`config.mk`:
```
export PLATFORM = sky130hd
export DESIGN_NAME = karatsuba_mac_stage
export DESIGN_NICKNAME = d
export VERILOG_FILES = /design/src/rtl/karatsuba_mac_stage_pkg.sv /design/src/rtl/karatsuba_mac_stage.sv
export SDC_FILE = /design/constraint.sdc
export NUM_CORES = 1
export LEC_CHECK = 0
export ABC_AREA = 1
export BUFFER_PORTS_ARGS = -buffer_cell sky130_fd_sc_hd__buf_2
export CAP_MARGIN = 25
export CORE_MARGIN = 4
export CORE_UTILIZATION = 27
export CTS_CLUSTER_DIAMETER = 40
export DETAILED_ROUTE_END_ITERATION = 16
export PLACE_DENSITY = 0.4
export SYNTH_ARGS = -nofsm -noshare
export SYNTH_HDL_FRONTEND = slang
export SYNTH_SLANG_ARGS = --single-unit
```
`constraint.sdc`:
```
create_clock -name clk -period 2.35 [get_ports clk]
set_clock_uncertainty 0.05 [all_clocks]
set_input_delay 0.1175 -clock clk [delete_from_list [all_inputs] [get_ports clk]]
set_output_delay 0.1175 -clock clk [all_outputs]
set_load 0.005 [all_outputs]
```
`src/rtl/karatsuba_mac_stage_pkg.sv`:
```
// Shared types and constants for the Karatsuba multiply-accumulate stage.
package karatsuba_mac_stage_pkg;

  localparam int OP_W   = 16;
  localparam int PROD_W = 32;

  typedef enum logic [1:0] {
    ACC   = 2'd0,
    DRAIN = 2'd1,
    DONE  = 2'd2
  } state_e;

endpackage

```
`src/rtl/karatsuba_mac_stage.sv`:
```
// Multiply-accumulate stage downstream of the combinational Karatsuba multiplier.
// Registers operand pairs onto the multiplier inputs (S0), captures the product
// one edge later (S1), and accumulates products over a burst ending with in_last.
module karatsuba_mac_stage
  import karatsuba_mac_stage_pkg::*;
#(
  parameter int ACC_W = 40,
  parameter int CNT_W = 8
) (
  input  logic              clk,
  input  logic              rst_n,
  input  logic              in_valid,
  output logic              in_ready,
  input  logic [OP_W-1:0]   in_x,
  input  logic [OP_W-1:0]   in_y,
  input  logic              in_last,
  output logic [OP_W-1:0]   mult_x,
  output logic [OP_W-1:0]   mult_y,
  input  logic [PROD_W-1:0] mult_z,
  output logic              out_valid,
  input  logic              out_ready,
  output logic [ACC_W-1:0]  out_acc,
  output logic [CNT_W-1:0]  out_count,
  output logic              out_ovf
);

  state_e state_q, state_d;

  logic              accept;
  logic              finish;

  logic              s0_valid_q, s0_last_q;
  logic [OP_W-1:0]   mult_x_q, mult_y_q;

  logic              s1_valid_q, s1_last_q;
  logic [PROD_W-1:0] prod_q;

  logic [ACC_W-1:0]  acc_q, acc_d;
  logic [CNT_W-1:0]  cnt_q, cnt_d;
  logic              ovf_q, ovf_d;

  logic [ACC_W:0]    sum;
  logic [ACC_W-1:0]  acc_upd;
  logic [CNT_W-1:0]  cnt_upd;
  logic              ovf_upd;

  logic [ACC_W-1:0]  out_acc_q, out_acc_d;
  logic [CNT_W-1:0]  out_count_q, out_count_d;
  logic              out_ovf_q, out_ovf_d;
  logic              out_valid_q;

  assign in_ready  = (state_q == ACC);
  assign accept    = in_valid & in_ready;
  assign finish    = s1_valid_q & s1_last_q;

  assign mult_x    = mult_x_q;
  assign mult_y    = mult_y_q;
  assign out_valid = out_valid_q;
  assign out_acc   = out_acc_q;
  assign out_count = out_count_q;
  assign out_ovf   = out_ovf_q;

  // S0: capture accepted operands; they drive the multiplier directly.
  always_ff @(posedge clk or negedge rst_n) begin
    if (!rst_n) begin
      s0_valid_q <= 1'b0;
      s0_last_q  <= 1'b0;
      mult_x_q   <= '0;
      mult_y_q   <= '0;
    end else begin
      s0_valid_q <= accept;
      if (accept) begin
        s0_last_q <= in_last;
        mult_x_q  <= in_x;
        mult_y_q  <= in_y;
      end
    end
  end

  // S1: capture the multiplier product alongside its valid/last tags.
  always_ff @(posedge clk or negedge rst_n) begin
    if (!rst_n) begin
      s1_valid_q <= 1'b0;
      s1_last_q  <= 1'b0;
      prod_q     <= '0;
    end else begin
      s1_valid_q <= s0_valid_q;
      if (s0_valid_q) begin
        s1_last_q <= s0_last_q;
        prod_q    <= mult_z;
      end
    end
  end

  // Accumulator datapath: widened add exposes the carry for the sticky flag.
  always_comb begin
    sum     = {1'b0, acc_q} + {{(ACC_W + 1 - PROD_W){1'b0}}, prod_q};
    acc_upd = sum[ACC_W-1:0];
    ovf_upd = ovf_q | sum[ACC_W];
    cnt_upd = (cnt_q == '1) ? cnt_q : cnt_q + CNT_W'(1);

    acc_d       = acc_q;
    cnt_d       = cnt_q;
    ovf_d       = ovf_q;
    out_acc_d   = out_acc_q;
    out_count_d = out_count_q;
    out_ovf_d   = out_ovf_q;

    if (s1_valid_q) begin
      if (s1_last_q) begin
        // Result leaves with the final beat folded in; the internal sums
        // restart from zero so the next burst never sees this one.
        out_acc_d   = acc_upd;
        out_count_d = cnt_upd;
        out_ovf_d   = ovf_upd;
        acc_d       = '0;
        cnt_d       = '0;
        ovf_d       = 1'b0;
      end else begin
        acc_d = acc_upd;
        cnt_d = cnt_upd;
        ovf_d = ovf_upd;
      end
    end
  end

  // Accumulator and result registers.
  always_ff @(posedge clk or negedge rst_n) begin
    if (!rst_n) begin
      acc_q       <= '0;
      cnt_q       <= '0;
      ovf_q       <= 1'b0;
      out_acc_q   <= '0;
      out_count_q <= '0;
      out_ovf_q   <= 1'b0;
    end else begin
      acc_q       <= acc_d;
      cnt_q       <= cnt_d;
      ovf_q       <= ovf_d;
      out_acc_q   <= out_acc_d;
      out_count_q <= out_count_d;
      out_ovf_q   <= out_ovf_d;
    end
  end

  // FSM next-state: stop accepting after last, hold result until consumed.
  always_comb begin
    state_d = state_q;
    unique case (state_q)
      ACC:     if (accept && in_last) state_d = DRAIN;
      DRAIN:   if (finish)            state_d = DONE;
      DONE:    if (out_ready)         state_d = ACC;
      default:                        state_d = ACC;
    endcase
  end

  // FSM state register; out_valid is registered as "next state is DONE".
  always_ff @(posedge clk or negedge rst_n) begin
    if (!rst_n) begin
      state_q     <= ACC;
      out_valid_q <= 1'b0;
    end else begin
      state_q     <= state_d;
      out_valid_q <= (state_d == DONE);
    end
  end

endmodule

```
== Word level (Yosys, flattened, before mapping) ==
Cells that the tools add are included.

* Reduce and logical (&&, ||, !) cells: 3
* Add/subtract/negate cells: 2
* Bitwise gates (word level): 3
* Multiplexer cells: 8
* Equal/unequal tests: 4

{| class="wikitable"
|+ Operators by type and width
! operator !! count
|-
| $add 40x32->41 || 1
|-
| $mux 40 || 1
|-
| $mux 8 || 2
|-
| $add 8x1->8 const B || 1
|-
| $eq 8x8->1 const B || 1
|-
| $mux 2 || 3
|-
| $pmux 2 s3 || 1
|-
| $eq 2x2->1 const B || 2
|-
| $and 1x1->1 || 2
|-
| $eq 2x1->1 const B || 1
|-
| $logic_not 2->1 || 1
|-
| $reduce_and 2->1 || 1
|-
| $logic_and 1x1->1 || 1
|-
| $mux 1 || 1
|-
| $or 1x1->1 || 1
|}

* Flip-flop bits (word level): 169
* Input port bits: 69
* Output and inout bits: 83

== Depth between registers and ports, before layout ==
Gate-level depths: netlist (run 1).

* Word-level depth: 6
* Gate-level depth with buffers: 16

== Worst setup path before layout (run 1) ==
Ideal clock, no wire load.

* Path type: register to register
* From: reg prod_q[0]
* To: reg out_acc_q[32], in the netlist out_acc[32]
* Period minus slack after synthesis: 1.946 ns
* Cell stages (with the launch flop): 16
* Slack: 0.404 ns
* Data required time: 2.182 ns
* Arrival: 1.778 ns
* Path through: dfrtp_1 > ha_1 > inv_1 > fa_1 > inv_1 > nand3_1 > nand3_1 > nand2_1 > nand2_2 > nand2_1 > nand2_1 > nand2_1 > nand2_1 > nand2_1 > nand3_1 > nand2_1

* Longest elaborated chain between the ends: 1

{| class="wikitable"
|+ RTL lines
! element !! RTL line !! RTL
|-
| from (decl) || karatsuba_mac_stage.sv:36 || <nowiki>logic [PROD_W-1:0] prod_q;</nowiki>
|-
| from (signal assigned) || karatsuba_mac_stage.sv:90 || <nowiki>prod_q <= mult_z;</nowiki>
|-
| $add 40x32->41 || karatsuba_mac_stage.sv:97 || <nowiki>sum = {1'b0, acc_q} + {{(ACC_W + 1 - PROD_W){1'b0}}, prod_q};</nowiki>
|-
| to (signal assigned) || karatsuba_mac_stage.sv:140 || <nowiki>out_acc_q <= out_acc_d;</nowiki>
|-
| to (decl) || karatsuba_mac_stage.sv:47 || <nowiki>logic [ACC_W-1:0] out_acc_q, out_acc_d;</nowiki>
|}

No other way between the ends.
A chain may end at the register's enable or synchronous reset.

== Worst setup path after layout (run 1) ==
Same ends and word-level chain as after synthesis.

==> results of run 1 <==
-- cells by family (layout without fill, tap and decap cells) --
logic type,count (synthesis),count (layout),share of synthesized area (%)
AND/OR/NAND/NOR,680,680,30.8
AO/OA/AOI/OAI,89,89,5.12
XOR/XNOR,23,23,2.21
adder cells (fa/ha/maj),34,34,4.75
multiplexers,32,32,3.96
buffers and inverters,161,403,6.77
flip-flops,169,169,46.4
-- power by group --
group	internal (W)	switching, W	total, W
Clock	0.00142	0.00134	0.00275
Combinational	0.00327	0.00540	0.00867
Sequential	0.00412	0.000756	0.00488
Total	0.00881	0.00749	0.0163
-- cell type report --
cell class              count  share of cell area [%]
clock inverters            13                   0.951
multi-input cells         858                    36.6
clock buffers              19                    3.74
repair buffers            241                    14.1
flip-flops and latches    169                    35.7
inverters                 130                    4.12
well taps                 448                    4.74
-- flip-flops by register name, summed over array words and instances (netlist names), 2 cells and up --
signal / cells
acc_q: 40
out_acc: 40
prod_q: 32
mult_x: 16
mult_y: 16
cnt_q: 8
out_count: 8
state_q: 2
-- how the worst min path moves through the flow --
stage                  start                       to  slack [ns]
floorplan              rst_n     acc_q[0]$_DFFE_PN0P_       -0.23
global placement       rst_n  out_acc[29]$_DFFE_PN0P_        0.18
detailed placement     rst_n  out_acc[29]$_DFFE_PN0P_        0.18
CTS                 in_valid   mult_y[10]$_DFFE_PN0P_        0.16
global route        in_valid    mult_x[2]$_DFFE_PN0P_        0.20
finish              in_valid   mult_y[10]$_DFFE_PN0P_        0.19
-- repair_timing --
| item | in CTS | in global routing |
|---|---|---|
| setup buffers | 0 | 2 |
| endpoints found under the setup margin | 0 | 25 |
| gates resized for setup | 0 | 16 |
| endpoints found under the hold margin | 133 | 0 |
| hold buffers | 67 | 0 |
-- cell usage after synthesis (all sizes together) --
cell type and count:
nand2 489, or2 2, fa 1, clkbuf 21
a22o 2, nand4 2, nor4 2, ha 33
nor2 86, a31oi 3, a21oi 29, buf 10
and2 1, o22ai 3, clkinv 1, mux2 32
o21ai 51, dfrtp 169, xnor2 15, nand3b 12
nand3 78, xor2 8, nor3 8, a21o 1
inv 129
-- worst register-to-register path, delay by kind of cell, from the launching register on --
kind	cells	cell delay [ns]
flip-flops	1	0.39
adder cells (fa/ha/maj)	2	0.56
buffers and inverters	2	0.17
AND/OR/NAND/NOR	11	0.93
-- per-stage QoR --
stage | utilization, % | setup WS (ns) | cell area (µm²)
final | 35.4 | 0.180 | 11800
after global routing | 35.4 | 0.00633 | 11800
after CTS | 35.1 | 0.00918 | 11800
after detailed placement | 31.5 | 0.0380 | 10500
after global placement | 31.5 | 0.0436 | 10500
after floorplan | - | 0.404 | 9110
-- routing by layer --
layer	track usage, %	share of wire, %	vias to the layer above
met1	21.8	50	3783
met2	25.0	43	161
met3	4.31	5.8	13
li1	-	-	4179
met5	0	0	-
met4	3.76	1.1	0
==> report_table.html, run 1 <==
<table>
<tr><th>Metric</th><th>Value</th></tr>
<tr><th colspan="2">Outcome</th></tr>
<tr><td>Run status</td><td>completed</td></tr>
<tr><th colspan="2">Layout</th></tr>
<tr><td>Seq. cell area</td><td>4230 µm²</td></tr>
<tr><td>ANT cells</td><td>0</td></tr>
<tr><td>Multi-input logic area</td><td>4330 µm²</td></tr>
<tr><td>Number of filler instances in the final layout</td><td>3552</td></tr>
<tr><td>Post-route non-filler standard cell count</td><td>1878</td></tr>
<tr><td>Leading cell types in the layout, fill and taps excluded</td><td>nand2_1 (475), dfrtp_1 (168), buf_2 (150)</td></tr>
<tr><td>Final layout net count</td><td>1520</td></tr>
<tr><td>Commonest non-fill, non-tap cell in the layout</td><td>nand2_1</td></tr>
<tr><td>Syn-to-layout area delta</td><td>29.9%</td></tr>
<tr><td>Proportion of layout cells with a drive suffix above 1</td><td>19.2%</td></tr>
<tr><th colspan="2">Setup path</th></tr>
<tr><td>Cell with the biggest individual delay on the critical path</td><td>dfrtp_1</td></tr>
<tr><td>Critical path data required time</td><td>2.64 ns</td></tr>
<tr><td>Worst reg2reg endpoint</td><td>out_acc[32]$_DFFE_PN0P_</td></tr>
<tr><td>Worst setup slack for register-to-register paths</td><td>0.18 ns</td></tr>
<tr><td>Crit path depth</td><td>15</td></tr>
<tr><td>Start point of the critical path</td><td>prod_q[0]$_DFFE_PN0P_</td></tr>
<tr><td>Library cell appearing most often on the critical path</td><td>nand2_1</td></tr>
<tr><td>Total buffers and inverters traversed by the critical path</td><td>2</td></tr>
<tr><td>Arrival time of data at the critical path endpoint</td><td>2.46 ns</td></tr>
<tr><td>Worst path max stage delay</td><td>0.39 ns</td></tr>
<tr><td>CP Class</td><td>reg -&gt; reg</td></tr>
<tr><td>Endpoint of the worst setup timing path</td><td>out_acc[32]$_DFFE_PN0P_</td></tr>
<tr><td>Largest delay share family, worst path</td><td>simple AND/OR/NAND/NOR gates</td></tr>
<tr><td>Worst setup EP type</td><td>flip-flop</td></tr>
<tr><td>Crit Reg-Reg Startpoint</td><td>prod_q[0]$_DFFE_PN0P_</td></tr>
<tr><td>Length in cells of the worst reg-to-reg path</td><td>15</td></tr>
<tr><td>Startpoint types</td><td>flip-flop</td></tr>
<tr><td>Crit path max fanout</td><td>4</td></tr>
<tr><td>Critical path cell sequence</td><td>ha_4 -&gt; inv_1 -&gt; fa_1 -&gt; inv_1 -&gt; nand3_1 -&gt; nand3_2 -&gt; nand2_1 -&gt; nand2_2 -&gt; nand2_1 -&gt; nand2_2 -&gt; nand2_1 -&gt; nand2_1 -&gt; nand2_1 -&gt; nand3_1 -&gt; nand2_1</td></tr>
<tr><th colspan="2">Clock network</th></tr>
<tr><td>Maximum level of the CTS H-tree</td><td>4</td></tr>
<tr><td>Count of clock tree sinks</td><td>169</td></tr>
<tr><td>Number of buffers created by CTS</td><td>17</td></tr>
<tr><td>Clock tree from TritonCTS</td><td>done</td></tr>
<tr><td>Clock transition at path regs</td><td>0.08 ns</td></tr>
<tr><td>Clk_lat worst skew</td><td>0.44 ns</td></tr>
<tr><td>Root buffer selected by CTS</td><td>clkbuf_16</td></tr>
<tr><td>Buffer levels on the longest clock path</td><td>2</td></tr>
<tr><th colspan="2">Floorplan</th></tr>
<tr><td>Die area</td><td>36700 µm²</td></tr>
<tr><td>Die Height</td><td>192 µm</td></tr>
<tr><td>Row cnt</td><td>67</td></tr>
<tr><td>Core Box Area</td><td>33400 µm²</td></tr>
<tr><td>Top-level port count</td><td>152</td></tr>
<tr><td>Starting density of the core</td><td>27.2%</td></tr>
<tr><td>Horizontal die dimension</td><td>192 µm</td></tr>
<tr><th colspan="2">Drt</th></tr>
<tr><td>Total Routed Length</td><td>28.0 mm</td></tr>
<tr><td>Via count</td><td>8136</td></tr>
<tr><td>ANT nets after route</td><td>0</td></tr>
<tr><td>Routed WL per cell</td><td>14.9 µm</td></tr>
<tr><td>Pre-antenna DRT Iters</td><td>4</td></tr>
<tr><td>Initial drt markers</td><td>411</td></tr>
<tr><td>Via density per instance</td><td>4.33</td></tr>
<tr><td>Remaining DRCs</td><td>0</td></tr>
<tr><th colspan="2">Global route</th></tr>
<tr><td>Total gr overflow</td><td>0</td></tr>
<tr><td>Largest net degree at the start of global routing</td><td>73</td></tr>
<tr><td>Overall global routing resource usage</td><td>15.9%</td></tr>
<tr><td>Number of global-route vias before repair</td><td>8500</td></tr>
<tr><td>Antenna violations before repair</td><td>0</td></tr>
<tr><td>First-pass GRT wire length</td><td>45.8 mm</td></tr>
<tr><th colspan="2">Timing</th></tr>
<tr><td>Accumulated negative setup slack</td><td>0 ns</td></tr>
<tr><td>Final clock period utilization by the worst path</td><td>92.3%</td></tr>
<tr><td>Slew at the pin with the worst max-slew slack</td><td>0.824 ns</td></tr>
<tr><td>Final hold violation count</td><td>0</td></tr>
<tr><td>Min Tclk post-route</td><td>2.17 ns</td></tr>
<tr><td>Worst hold-check slack</td><td>0.185 ns</td></tr>
<tr><td>Relative slew margins</td><td>45.0%</td></tr>
<tr><td>Timing-limited maximum frequency</td><td>461 MHz</td></tr>
<tr><td>Total of endpoints with negative setup slack in the final report</td><td>0</td></tr>
<tr><td>RSZ-0062 raised after global routing</td><td>no</td></tr>
<tr><td>Pins over their slew limit</td><td>0</td></tr>
<tr><th colspan="2">Pwr</th></tr>
<tr><td>Power per Cell Area</td><td>1380 nW/µm²</td></tr>
<tr><td>Leakage power</td><td>6.31 nW</td></tr>
<tr><td>IR Drop Worst-Case VDD</td><td>0.658 mV</td></tr>
<tr><td>Total design power</td><td>0.0163 W</td></tr>
<tr><th colspan="2">Yosys</th></tr>
<tr><td>Gate Count Post-Synth</td><td>1188</td></tr>
<tr><td>Distinct cell type count of the synthesized netlist</td><td>35</td></tr>
<tr><td>Synthesized flop and latch total</td><td>169</td></tr>
<tr><td>Main area contributors after synthesis</td><td>dfrtp_1 (46%), nand2_1 (20%), inv_1 (5.3%)</td></tr>
<tr><td>Sequential cell area fraction in the yosys report</td><td>46.4%</td></tr>
<tr><td>Cell Area, Synth</td><td>9110 µm²</td></tr>
<tr><td>Syn nets</td><td>1291</td></tr>
<tr><td>Syn_area_per_cell</td><td>7.67 µm²</td></tr>
<tr><td>Number of warning messages in the yosys log</td><td>0</td></tr>
<tr><td>Post-synthesis cell type with the largest combined area</td><td>dfrtp_1</td></tr>
<tr><td>Proportion of netlist area held by the largest area contributor</td><td>46.4%</td></tr>
<tr><th colspan="2">Placement</th></tr>
<tr><td>Port-buffer cells</td><td>151</td></tr>
<tr><td>Instance count after placement with tap cells included</td><td>1777</td></tr>
<tr><td>Final weighted congestion of routability-driven global placement</td><td>0.864</td></tr>
<tr><td>Detailed placer's ending HPWL</td><td>20.5 mm</td></tr>
<tr><th colspan="2">Run</th></tr>
<tr><td>Reported max-cap violation count</td><td>0</td></tr>
<tr><th colspan="2">Min path</th></tr>
<tr><td>HP Class</td><td>in -&gt; reg</td></tr>
<tr><td>Hold Path Stages</td><td>5</td></tr>
</table>
Power figures use the tool's default switching activity.
==> run 2: changes to the inputs <==
--- a/config.mk
+++ b/config.mk
@@ -8,11 +8,14 @@
 export ABC_AREA = 1
 export BUFFER_PORTS_ARGS = -buffer_cell sky130_fd_sc_hd__buf_2
 export CAP_MARGIN = 25
+export CELL_PAD_IN_SITES_DETAIL_PLACEMENT = 1
+export CELL_PAD_IN_SITES_GLOBAL_PLACEMENT = 2
 export CORE_MARGIN = 4
 export CORE_UTILIZATION = 27
+export CTS_BUF_LIST = sky130_fd_sc_hd__clkbuf_16
 export CTS_CLUSTER_DIAMETER = 40
 export DETAILED_ROUTE_END_ITERATION = 16
-export PLACE_DENSITY = 0.4
+export PLACE_DENSITY = 0.67
 export SYNTH_ARGS = -nofsm -noshare
 export SYNTH_HDL_FRONTEND = slang
 export SYNTH_SLANG_ARGS = --single-unit
==> constraint.sdc (replaced) <==
create_clock -name clk -period 1.93 [get_ports clk]
set_clock_uncertainty 0.05 [all_clocks]
set_input_delay 0.0965 -clock clk [delete_from_list [all_inputs] [get_ports clk]]
set_output_delay 0.0965 -clock clk [all_outputs]
set_load 0.005 [all_outputs]
==> report_table.html, run 2 (same netlist as run 1, synthesis figures left out) <==
<table>
<tr><th>Metric</th><th>Value</th></tr>
<tr><th colspan="2">Clock network</th></tr>
<tr><td>Clock tree from TritonCTS</td><td>done</td></tr>
<tr><td>Buffer levels on the longest clock path</td><td>2 (unchanged)</td></tr>
<tr><td>Number of buffers created by CTS</td><td>17 (unchanged)</td></tr>
<tr><td>Maximum level of the CTS H-tree</td><td>4 (unchanged)</td></tr>
<tr><td>Clock transition at path regs</td><td>0.07 ns (about the same)</td></tr>
<tr><td>Root buffer selected by CTS</td><td>clkbuf_16</td></tr>
<tr><td>Count of clock tree sinks</td><td>169 (unchanged)</td></tr>
<tr><td>Clk_lat worst skew</td><td>0.44 ns (about the same)</td></tr>
<tr><th colspan="2">Timing</th></tr>
<tr><td>Min setup slack post-route</td><td>-0.141 ns (-0.321 ns)</td></tr>
<tr><td>Final clock period utilization by the worst path</td><td>107% (+15 points)</td></tr>
<tr><td>Slew at the pin with the worst max-slew slack</td><td>0.578 ns (-0.246 ns)</td></tr>
<tr><td>RSZ-0062 raised after global routing</td><td>yes</td></tr>
<tr><td>Total of endpoints with negative setup slack in the final report</td><td>36 (+36)</td></tr>
<tr><td>Min Tclk post-route</td><td>2.07 ns (-0.0993 ns)</td></tr>
<tr><td>Pins over their slew limit</td><td>0 (unchanged)</td></tr>
<tr><td>Final hold violation count</td><td>0 (unchanged)</td></tr>
<tr><td>Relative slew margins</td><td>61.1% (+16 points)</td></tr>
<tr><td>Timing-limited maximum frequency</td><td>483 MHz (+4.8%)</td></tr>
<tr><th colspan="2">Setup path</th></tr>
<tr><td>Crit Reg-Reg Startpoint</td><td>prod_q[9]$_DFFE_PN0P_</td></tr>
<tr><td>Cell with the biggest individual delay on the critical path</td><td>dfrtp_1</td></tr>
<tr><td>Worst setup EP type</td><td>flip-flop</td></tr>
<tr><td>Worst path max stage delay</td><td>0.41 ns (+0.02 ns)</td></tr>
<tr><td>Endpoint of the worst setup timing path</td><td>out_acc[20]$_DFFE_PN0P_</td></tr>
<tr><td>Crit path max fanout</td><td>4 (unchanged)</td></tr>
<tr><td>Start point of the critical path</td><td>prod_q[9]$_DFFE_PN0P_</td></tr>
<tr><td>Length in cells of the worst reg-to-reg path</td><td>12 (-3)</td></tr>
<tr><td>CP Class</td><td>reg -&gt; reg</td></tr>
<tr><td>Crit path depth</td><td>12 (-3)</td></tr>
<tr><td>Critical path cell sequence</td><td>ha_4 -&gt; nand2_2 -&gt; nand2_4 -&gt; a21oi_4 -&gt; buf_4 -&gt; nand2_1 -&gt; nand2_2 -&gt; nand3_4 -&gt; buf_12 -&gt; nor2_4 -&gt; nand3b_1 -&gt; nand2_1</td></tr>
<tr><td>Worst setup slack for register-to-register paths</td><td>-0.14 ns (-0.32 ns)</td></tr>
<tr><td>Startpoint types</td><td>flip-flop</td></tr>
<tr><td>Largest delay share family, worst path</td><td>simple AND/OR/NAND/NOR gates</td></tr>
<tr><td>Arrival time of data at the critical path endpoint</td><td>2.35 ns (-0.11 ns)</td></tr>
<tr><td>Critical path data required time</td><td>2.21 ns (-0.43 ns)</td></tr>
<tr><td>Total buffers and inverters traversed by the critical path</td><td>2 (unchanged)</td></tr>
<tr><td>Worst reg2reg endpoint</td><td>out_acc[20]$_DFFE_PN0P_</td></tr>
<tr><th colspan="2">Pwr</th></tr>
<tr><td>Power per Cell Area</td><td>1910 nW/µm² (+39%)</td></tr>
<tr><td>IR Drop Worst-Case VDD</td><td>0.880 mV (+34%)</td></tr>
<tr><td>Total design power</td><td>0.0282 W (+73%)</td></tr>
<tr><td>Leakage power</td><td>7.59 nW (+20%)</td></tr>
<tr><th colspan="2">Layout</th></tr>
<tr><td>Final standard cell utilization of the core</td><td>44.1% (+8.7 points)</td></tr>
<tr><td>Post-route non-filler standard cell count</td><td>2002 (+6.6%)</td></tr>
<tr><td>Commonest non-fill, non-tap cell in the layout</td><td>nand2_1</td></tr>
<tr><td>Syn-to-layout area delta</td><td>61.9%</td></tr>
<tr><td>Final layout net count</td><td>1643 (+8.1%)</td></tr>
<tr><td>Number of filler instances in the final layout</td><td>3887 (+9.4%)</td></tr>
<tr><td>Proportion of layout cells with a drive suffix above 1</td><td>45.1% (+26 points)</td></tr>
<tr><td>Leading cell types in the layout, fill and taps excluded</td><td>nand2_1 (345), dfrtp_1 (167), buf_2 (150)</td></tr>
<tr><th colspan="2">Floorplan</th></tr>
<tr><td>Row cnt</td><td>67 (unchanged)</td></tr>
<tr><td>Top-level port count</td><td>152 (unchanged)</td></tr>
<tr><td>Core Box Area</td><td>33400 µm² (unchanged)</td></tr>
<tr><td>Die Height</td><td>192 µm (unchanged)</td></tr>
<tr><td>Horizontal die dimension</td><td>192 µm (unchanged)</td></tr>
<tr><td>Starting density of the core</td><td>27.2% (unchanged)</td></tr>
<tr><td>Die area</td><td>36700 µm² (unchanged)</td></tr>
<tr><th colspan="2">Global route</th></tr>
<tr><td>Number of global-route vias before repair</td><td>9756 (+15%)</td></tr>
<tr><td>First-pass GRT wire length</td><td>51.4 mm (+12%)</td></tr>
<tr><td>Largest net degree at the start of global routing</td><td>47 (-36%)</td></tr>
<tr><td>Total gr overflow</td><td>0 (unchanged)</td></tr>
<tr><td>Overall global routing resource usage</td><td>17.6% (+1.8 points)</td></tr>
<tr><td>Antenna violations before repair</td><td>0 (unchanged)</td></tr>
<tr><th colspan="2">Drt</th></tr>
<tr><td>Via count</td><td>8892 (+9.3%)</td></tr>
<tr><td>Routed WL per cell</td><td>15.9 µm (+7.0%)</td></tr>
<tr><td>Pre-antenna DRT Iters</td><td>4 (unchanged)</td></tr>
<tr><td>Initial drt markers</td><td>297 (-28%)</td></tr>
<tr><td>Via density per instance</td><td>4.44 (+2.5%)</td></tr>
<tr><td>ANT nets after route</td><td>0 (unchanged)</td></tr>
<tr><td>Remaining DRCs</td><td>0 (unchanged)</td></tr>
<tr><td>Total Routed Length</td><td>31.9 mm (+14%)</td></tr>
<tr><th colspan="2">Placement</th></tr>
<tr><td>Port-buffer cells</td><td>151 (unchanged)</td></tr>
<tr><td>Detailed placer's ending HPWL</td><td>22.6 mm (+10%)</td></tr>
<tr><td>Instance count after placement with tap cells included</td><td>1853 (+4.3%)</td></tr>
<tr><td>Final weighted congestion of routability-driven global placement</td><td>0.792 (-8.4%)</td></tr>
<tr><th colspan="2">Min path</th></tr>
<tr><td>HP Class</td><td>in -&gt; async</td></tr>
<tr><th colspan="2">Outcome</th></tr>
<tr><td>Run status</td><td>finished with violations</td></tr>
<tr><td>Violated checks</td><td>negative setup slack</td></tr>
<tr><th colspan="2">Run</th></tr>
<tr><td>Reported max-cap violation count</td><td>0 (unchanged)</td></tr>
</table>
[run 2: worst min-delay path by stage]
stage                from                       to  cells past startpoint
floorplan           rst_n     acc_q[0]$_DFFE_PN0P_                      0
global placement    rst_n  out_acc[31]$_DFFE_PN0P_                      1
detailed placement  rst_n  out_acc[31]$_DFFE_PN0P_                      1
CTS                 rst_n  out_acc[26]$_DFFE_PN0P_                      2
global route        rst_n  out_acc[39]$_DFFE_PN0P_                      2
finish              rst_n  out_acc[39]$_DFFE_PN0P_                      2
[run 2: area by class of cell]
cell class	instances	area (µm²)	area share (%)
clock inverters	15	161	1.09
repair buffers	364	2740	18.5
multi-input cells	858	6140	41.6
diodes	1	2.50	0.0170
well taps	448	561	3.80
inverters	130	494	3.35
clock buffers	17	425	2.88
flip-flops and latches	169	4230	28.7
[run 2: layer usage]
layer	global-route usage, %	share of wire (%)	up-vias
met5	0	0	-
met4	4.39	1.4	0
met2	28.6	47	145
li1	-	-	4427
met1	23.8	47	4293
met3	4.25	4.8	27
[run 2: what timing repair did]
action,in CTS,in global routing
endpoints found under the hold margin,206,0
setup buffers,28,22
gates resized for setup,250,221
hold buffers,69,0
pin swaps,77,102
endpoints found under the setup margin,68,74
[run 2: metrics by stage]
| step | area (µm²) | hold WS [ns] | setup WS (ns) | setup TNS, ns |
|---|---|---|---|---|
| 2_1_floorplan | 9110 | -0.249 | 0.0122 | 0 |
| 3_3_place_gp | 11100 | 0.0355 | -0.345 | -12.06 |
| 3_5_place_dp | 11100 | 0.0391 | -0.362 | -13.34 |
| 4_1_cts | 13800 | 0.119 | -0.119 | -2.18 |
| 5_1_grt | 14800 | 0.158 | -0.225 | -7.40 |
| 6_report | 14800 | 0.127 | -0.141 | -1.80 |
[run 2: power by group]
part / internal [W] / switching [W]
combinational: 0.00871 / 0.00970
sequential: 0.00502 / 0.00122
clock: 0.00201 / 0.00149
total: 0.0157 / 0.0124
==> run 3: changes to the inputs <==
--- a/config.mk
+++ b/config.mk
@@ -15,7 +15,7 @@
 export CTS_BUF_LIST = sky130_fd_sc_hd__clkbuf_16
 export CTS_CLUSTER_DIAMETER = 40
 export DETAILED_ROUTE_END_ITERATION = 16
-export PLACE_DENSITY = 0.67
+export PLACE_DENSITY = 0.77
 export SYNTH_ARGS = -nofsm -noshare
 export SYNTH_HDL_FRONTEND = slang
 export SYNTH_SLANG_ARGS = --single-unit
==> report_table.html, run 3 (same netlist as run 1, synthesis figures left out) <==
<table>
<tr><th>Metric</th><th>Value</th></tr>
<tr><th colspan="2">Placement</th></tr>
<tr><td>Worst Setup Slack post-DPL</td><td>-0.342 ns (+0.0195 ns)</td></tr>
<tr><td>Detailed placer's ending HPWL</td><td>22.7 mm (+0.47%)</td></tr>
<tr><td>Port-buffer cells</td><td>151 (unchanged)</td></tr>
<tr><td>Post-placement cell area</td><td>11100 µm² (-0.45%)</td></tr>
<tr><td>Instance count after placement with tap cells included</td><td>1848 (-0.27%)</td></tr>
<tr><td>Final weighted congestion of routability-driven global placement</td><td>0.865 (+9.2%)</td></tr>
<tr><th colspan="2">Drt</th></tr>
<tr><td>Pre-antenna DRT Iters</td><td>4 (unchanged)</td></tr>
<tr><td>Via count</td><td>8998 (+1.2%)</td></tr>
<tr><td>ANT nets after route</td><td>0 (unchanged)</td></tr>
<tr><td>Initial drt markers</td><td>262 (-12%)</td></tr>
<tr><td>Via density per instance</td><td>4.53 (+2.1%)</td></tr>
<tr><td>Routed WL per cell</td><td>16.5 µm (+3.9%)</td></tr>
<tr><td>Remaining DRCs</td><td>0 (unchanged)</td></tr>
<tr><td>Total Routed Length</td><td>32.8 mm (+3.0%)</td></tr>
<tr><th colspan="2">Layout</th></tr>
<tr><td>Leading cell types in the layout, fill and taps excluded</td><td>nand2_1 (357), dfrtp_1 (167), buf_2 (150)</td></tr>
<tr><td>Post-route non-filler standard cell count</td><td>1985 (-0.85%)</td></tr>
<tr><td>Final layout net count</td><td>1628 (-0.91%)</td></tr>
<tr><td>Number of filler instances in the final layout</td><td>3945 (+1.5%)</td></tr>
<tr><td>Layout Cell Area excl Fill</td><td>14400 µm² (-2.5%)</td></tr>
<tr><td>Seq. cell area</td><td>4230 µm² (unchanged)</td></tr>
<tr><td>Syn-to-layout area delta</td><td>58.0%</td></tr>
<tr><td>Multi-input logic area</td><td>5980 µm² (-2.6%)</td></tr>
<tr><td>Proportion of layout cells with a drive suffix above 1</td><td>43.2% (-1.9 points)</td></tr>
<tr><td>ANT cells</td><td>0 (-1)</td></tr>
<tr><td>Commonest non-fill, non-tap cell in the layout</td><td>nand2_1</td></tr>
<tr><th colspan="2">Outcome</th></tr>
<tr><td>Violated checks</td><td>negative setup slack</td></tr>
<tr><td>Run status</td><td>finished with violations</td></tr>
<tr><th colspan="2">Timing</th></tr>
<tr><td>Pins over their slew limit</td><td>0 (unchanged)</td></tr>
<tr><td>Final hold violation count</td><td>0 (unchanged)</td></tr>
<tr><td>Total of endpoints with negative setup slack in the final report</td><td>49 (+36%)</td></tr>
<tr><td>Timing-limited maximum frequency</td><td>489 MHz (+1.3%)</td></tr>
<tr><td>Min Tclk post-route</td><td>2.04 ns (-0.0260 ns)</td></tr>
<tr><td>Relative slew margins</td><td>57.6% (-3.5 points)</td></tr>
<tr><td>Min setup slack post-route</td><td>-0.115 ns (+0.0260 ns)</td></tr>
<tr><td>RSZ-0062 raised after global routing</td><td>yes</td></tr>
<tr><td>Slew at the pin with the worst max-slew slack</td><td>0.637 ns (+0.0585 ns)</td></tr>
<tr><td>Final clock period utilization by the worst path</td><td>106% (-1.3 points)</td></tr>
<tr><th colspan="2">Pwr</th></tr>
<tr><td>IR Drop Worst-Case VDD</td><td>0.856 mV (-2.7%)</td></tr>
<tr><td>Power per Cell Area</td><td>1900 nW/µm² (-0.34%)</td></tr>
<tr><td>Leakage power</td><td>7.39 nW (-2.6%)</td></tr>
<tr><th colspan="2">Floorplan</th></tr>
<tr><td>Die Height</td><td>192 µm (unchanged)</td></tr>
<tr><td>Horizontal die dimension</td><td>192 µm (unchanged)</td></tr>
<tr><td>Starting density of the core</td><td>27.2% (unchanged)</td></tr>
<tr><td>Die area</td><td>36700 µm² (unchanged)</td></tr>
<tr><td>Row cnt</td><td>67 (unchanged)</td></tr>
<tr><td>Core Box Area</td><td>33400 µm² (unchanged)</td></tr>
<tr><td>Top-level port count</td><td>152 (unchanged)</td></tr>
<tr><th colspan="2">Setup path</th></tr>
<tr><td>Crit Reg-Reg Startpoint</td><td>acc_q[12]$_DFFE_PN0P_</td></tr>
<tr><td>Critical path data required time</td><td>2.21 ns (about the same)</td></tr>
<tr><td>Crit path max fanout</td><td>3 (-1)</td></tr>
<tr><td>Startpoint types</td><td>flip-flop</td></tr>
<tr><td>Length in cells of the worst reg-to-reg path</td><td>12 (unchanged)</td></tr>
<tr><td>CP Class</td><td>reg -&gt; reg</td></tr>
<tr><td>Worst setup EP type</td><td>flip-flop</td></tr>
<tr><td>Arrival time of data at the critical path endpoint</td><td>2.33 ns (-0.02 ns)</td></tr>
<tr><td>Endpoint of the worst setup timing path</td><td>out_acc[19]$_DFFE_PN0P_</td></tr>
<tr><td>Worst reg2reg endpoint</td><td>out_acc[19]$_DFFE_PN0P_</td></tr>
<tr><td>Start point of the critical path</td><td>acc_q[12]$_DFFE_PN0P_</td></tr>
<tr><td>Worst setup slack for register-to-register paths</td><td>-0.11 ns (+0.03 ns)</td></tr>
<tr><th colspan="2">Clock network</th></tr>
<tr><td>Clock tree from TritonCTS</td><td>done</td></tr>
<tr><td>Clock transition at path regs</td><td>0.07 ns (about the same)</td></tr>
<tr><td>Buffer levels on the longest clock path</td><td>2 (unchanged)</td></tr>
<tr><td>Count of clock tree sinks</td><td>169 (unchanged)</td></tr>
<tr><td>Root buffer selected by CTS</td><td>clkbuf_16</td></tr>
<tr><td>Maximum level of the CTS H-tree</td><td>4 (unchanged)</td></tr>
<tr><td>Number of buffers created by CTS</td><td>17 (unchanged)</td></tr>
<tr><td>Clk_lat worst skew</td><td>0.44 ns (about the same)</td></tr>
<tr><th colspan="2">Global route</th></tr>
<tr><td>Largest net degree at the start of global routing</td><td>71 (+51%)</td></tr>
<tr><td>Total gr overflow</td><td>0 (unchanged)</td></tr>
<tr><td>Global routing usage on met3</td><td>4.22% (-0.036 points)</td></tr>
<tr><td>Antenna violations before repair</td><td>0 (unchanged)</td></tr>
<tr><td>First-pass GRT wire length</td><td>51.4 mm (about the same)</td></tr>
<tr><td>Number of global-route vias before repair</td><td>9964 (+2.1%)</td></tr>
<tr><td>Most Used Layer, Global Route</td><td>met2</td></tr>
<tr><td>Met1 track demand over resource in global routing</td><td>21.8% (-2.0 points)</td></tr>
<tr><td>Met2 usage in global routing</td><td>30.3% (+1.8 points)</td></tr>
<tr><td>Overall global routing resource usage</td><td>17.5% (-0.12 points)</td></tr>
<tr><th colspan="2">Run</th></tr>
<tr><td>Reported max-cap violation count</td><td>0 (unchanged)</td></tr>
<tr><th colspan="2">Min path</th></tr>
<tr><td>HP Class</td><td>in -&gt; async</td></tr>
</table>
## run 3: where the power goes
group          leakage, nW  internal (W)  switching, W  total [W]
sequential            2.13       0.00502       0.00123    0.00625
combinational         4.98       0.00814       0.00953     0.0177
clock                0.274       0.00191       0.00155    0.00346
## run 3: timing repair
action | CTS | global route
cloned | 0 | 0
pin swaps | 45 | 75
setup buffers | 12 | 30
hold buffers | 68 | 0
endpoints found under the setup margin | 69 | 72
endpoints found under the hold margin | 121 | 0
resized for setup | 208 | 214
## run 3: cell type report
class | count | share of cell area, %
Clock buffer | 17 | 2.96
Clock inverter | 14 | 1.03
Timing Repair Buffer | 349 | 17.7
Tap cell | 448 | 3.90
Sequential cell | 169 | 29.4
Multi-Input combinational cell | 858 | 41.6
Inverter | 130 | 3.43
## run 3: worst min-delay path by stage
stage | slack, ns | from | cells past startpoint | endpoint
3_5_place_dp | 0.1 | rst_n | 1 | out_acc[37]$_DFFE_PN0P_
3_3_place_gp | 0.1 | rst_n | 1 | out_acc[29]$_DFFE_PN0P_
5_1_grt | 0.23 | rst_n | 2 | cnt_q[2]$_DFFE_PN0P_
4_1_cts | 0.19 | rst_n | 2 | cnt_q[2]$_DFFE_PN0P_
2_1_floorplan | -0.25 | rst_n | 0 | acc_q[0]$_DFFE_PN0P_
6_report | 0.17 | rst_n | 2 | prod_q[30]$_DFFE_PN0P_
## run 3: metrics by stage
stage / TNS [ns] / total power [W] / util, % / hold WS, ns
3_3_place_gp: -10.29 / 0.0176 / 33.1 / 0.0976
4_1_cts: -1.74 / 0.0245 / 40.0 / 0.188
5_1_grt: -8.35 / 0.0295 / 43.0 / 0.232
2_1_floorplan: 0 / 0.0126 / - / -0.249
6_report: -2.61 / 0.0274 / 43.0 / 0.174
3_5_place_dp: -11.57 / 0.0179 / 33.1 / 0.0957
## run 3: metal layers
layer	wire (µm)	vias to the layer above
li1	-	4402
met4	663	0
met1	14500	4399
met2	16100	158
met5	0	-
met3	1510	39
## run 3: critical path, stage by stage, from the launching register on
cell      delay, ns
dfrtp_1        0.42
ha_4           0.27
buf_6          0.13
nand2_2        0.09
nand2_4        0.07
nand2_2        0.07
nand2_2        0.07
a21oi_2        0.17
nand3_4        0.14
buf_6          0.16
nor2_2         0.08
nand3b_1       0.14
nand2_1        0.06
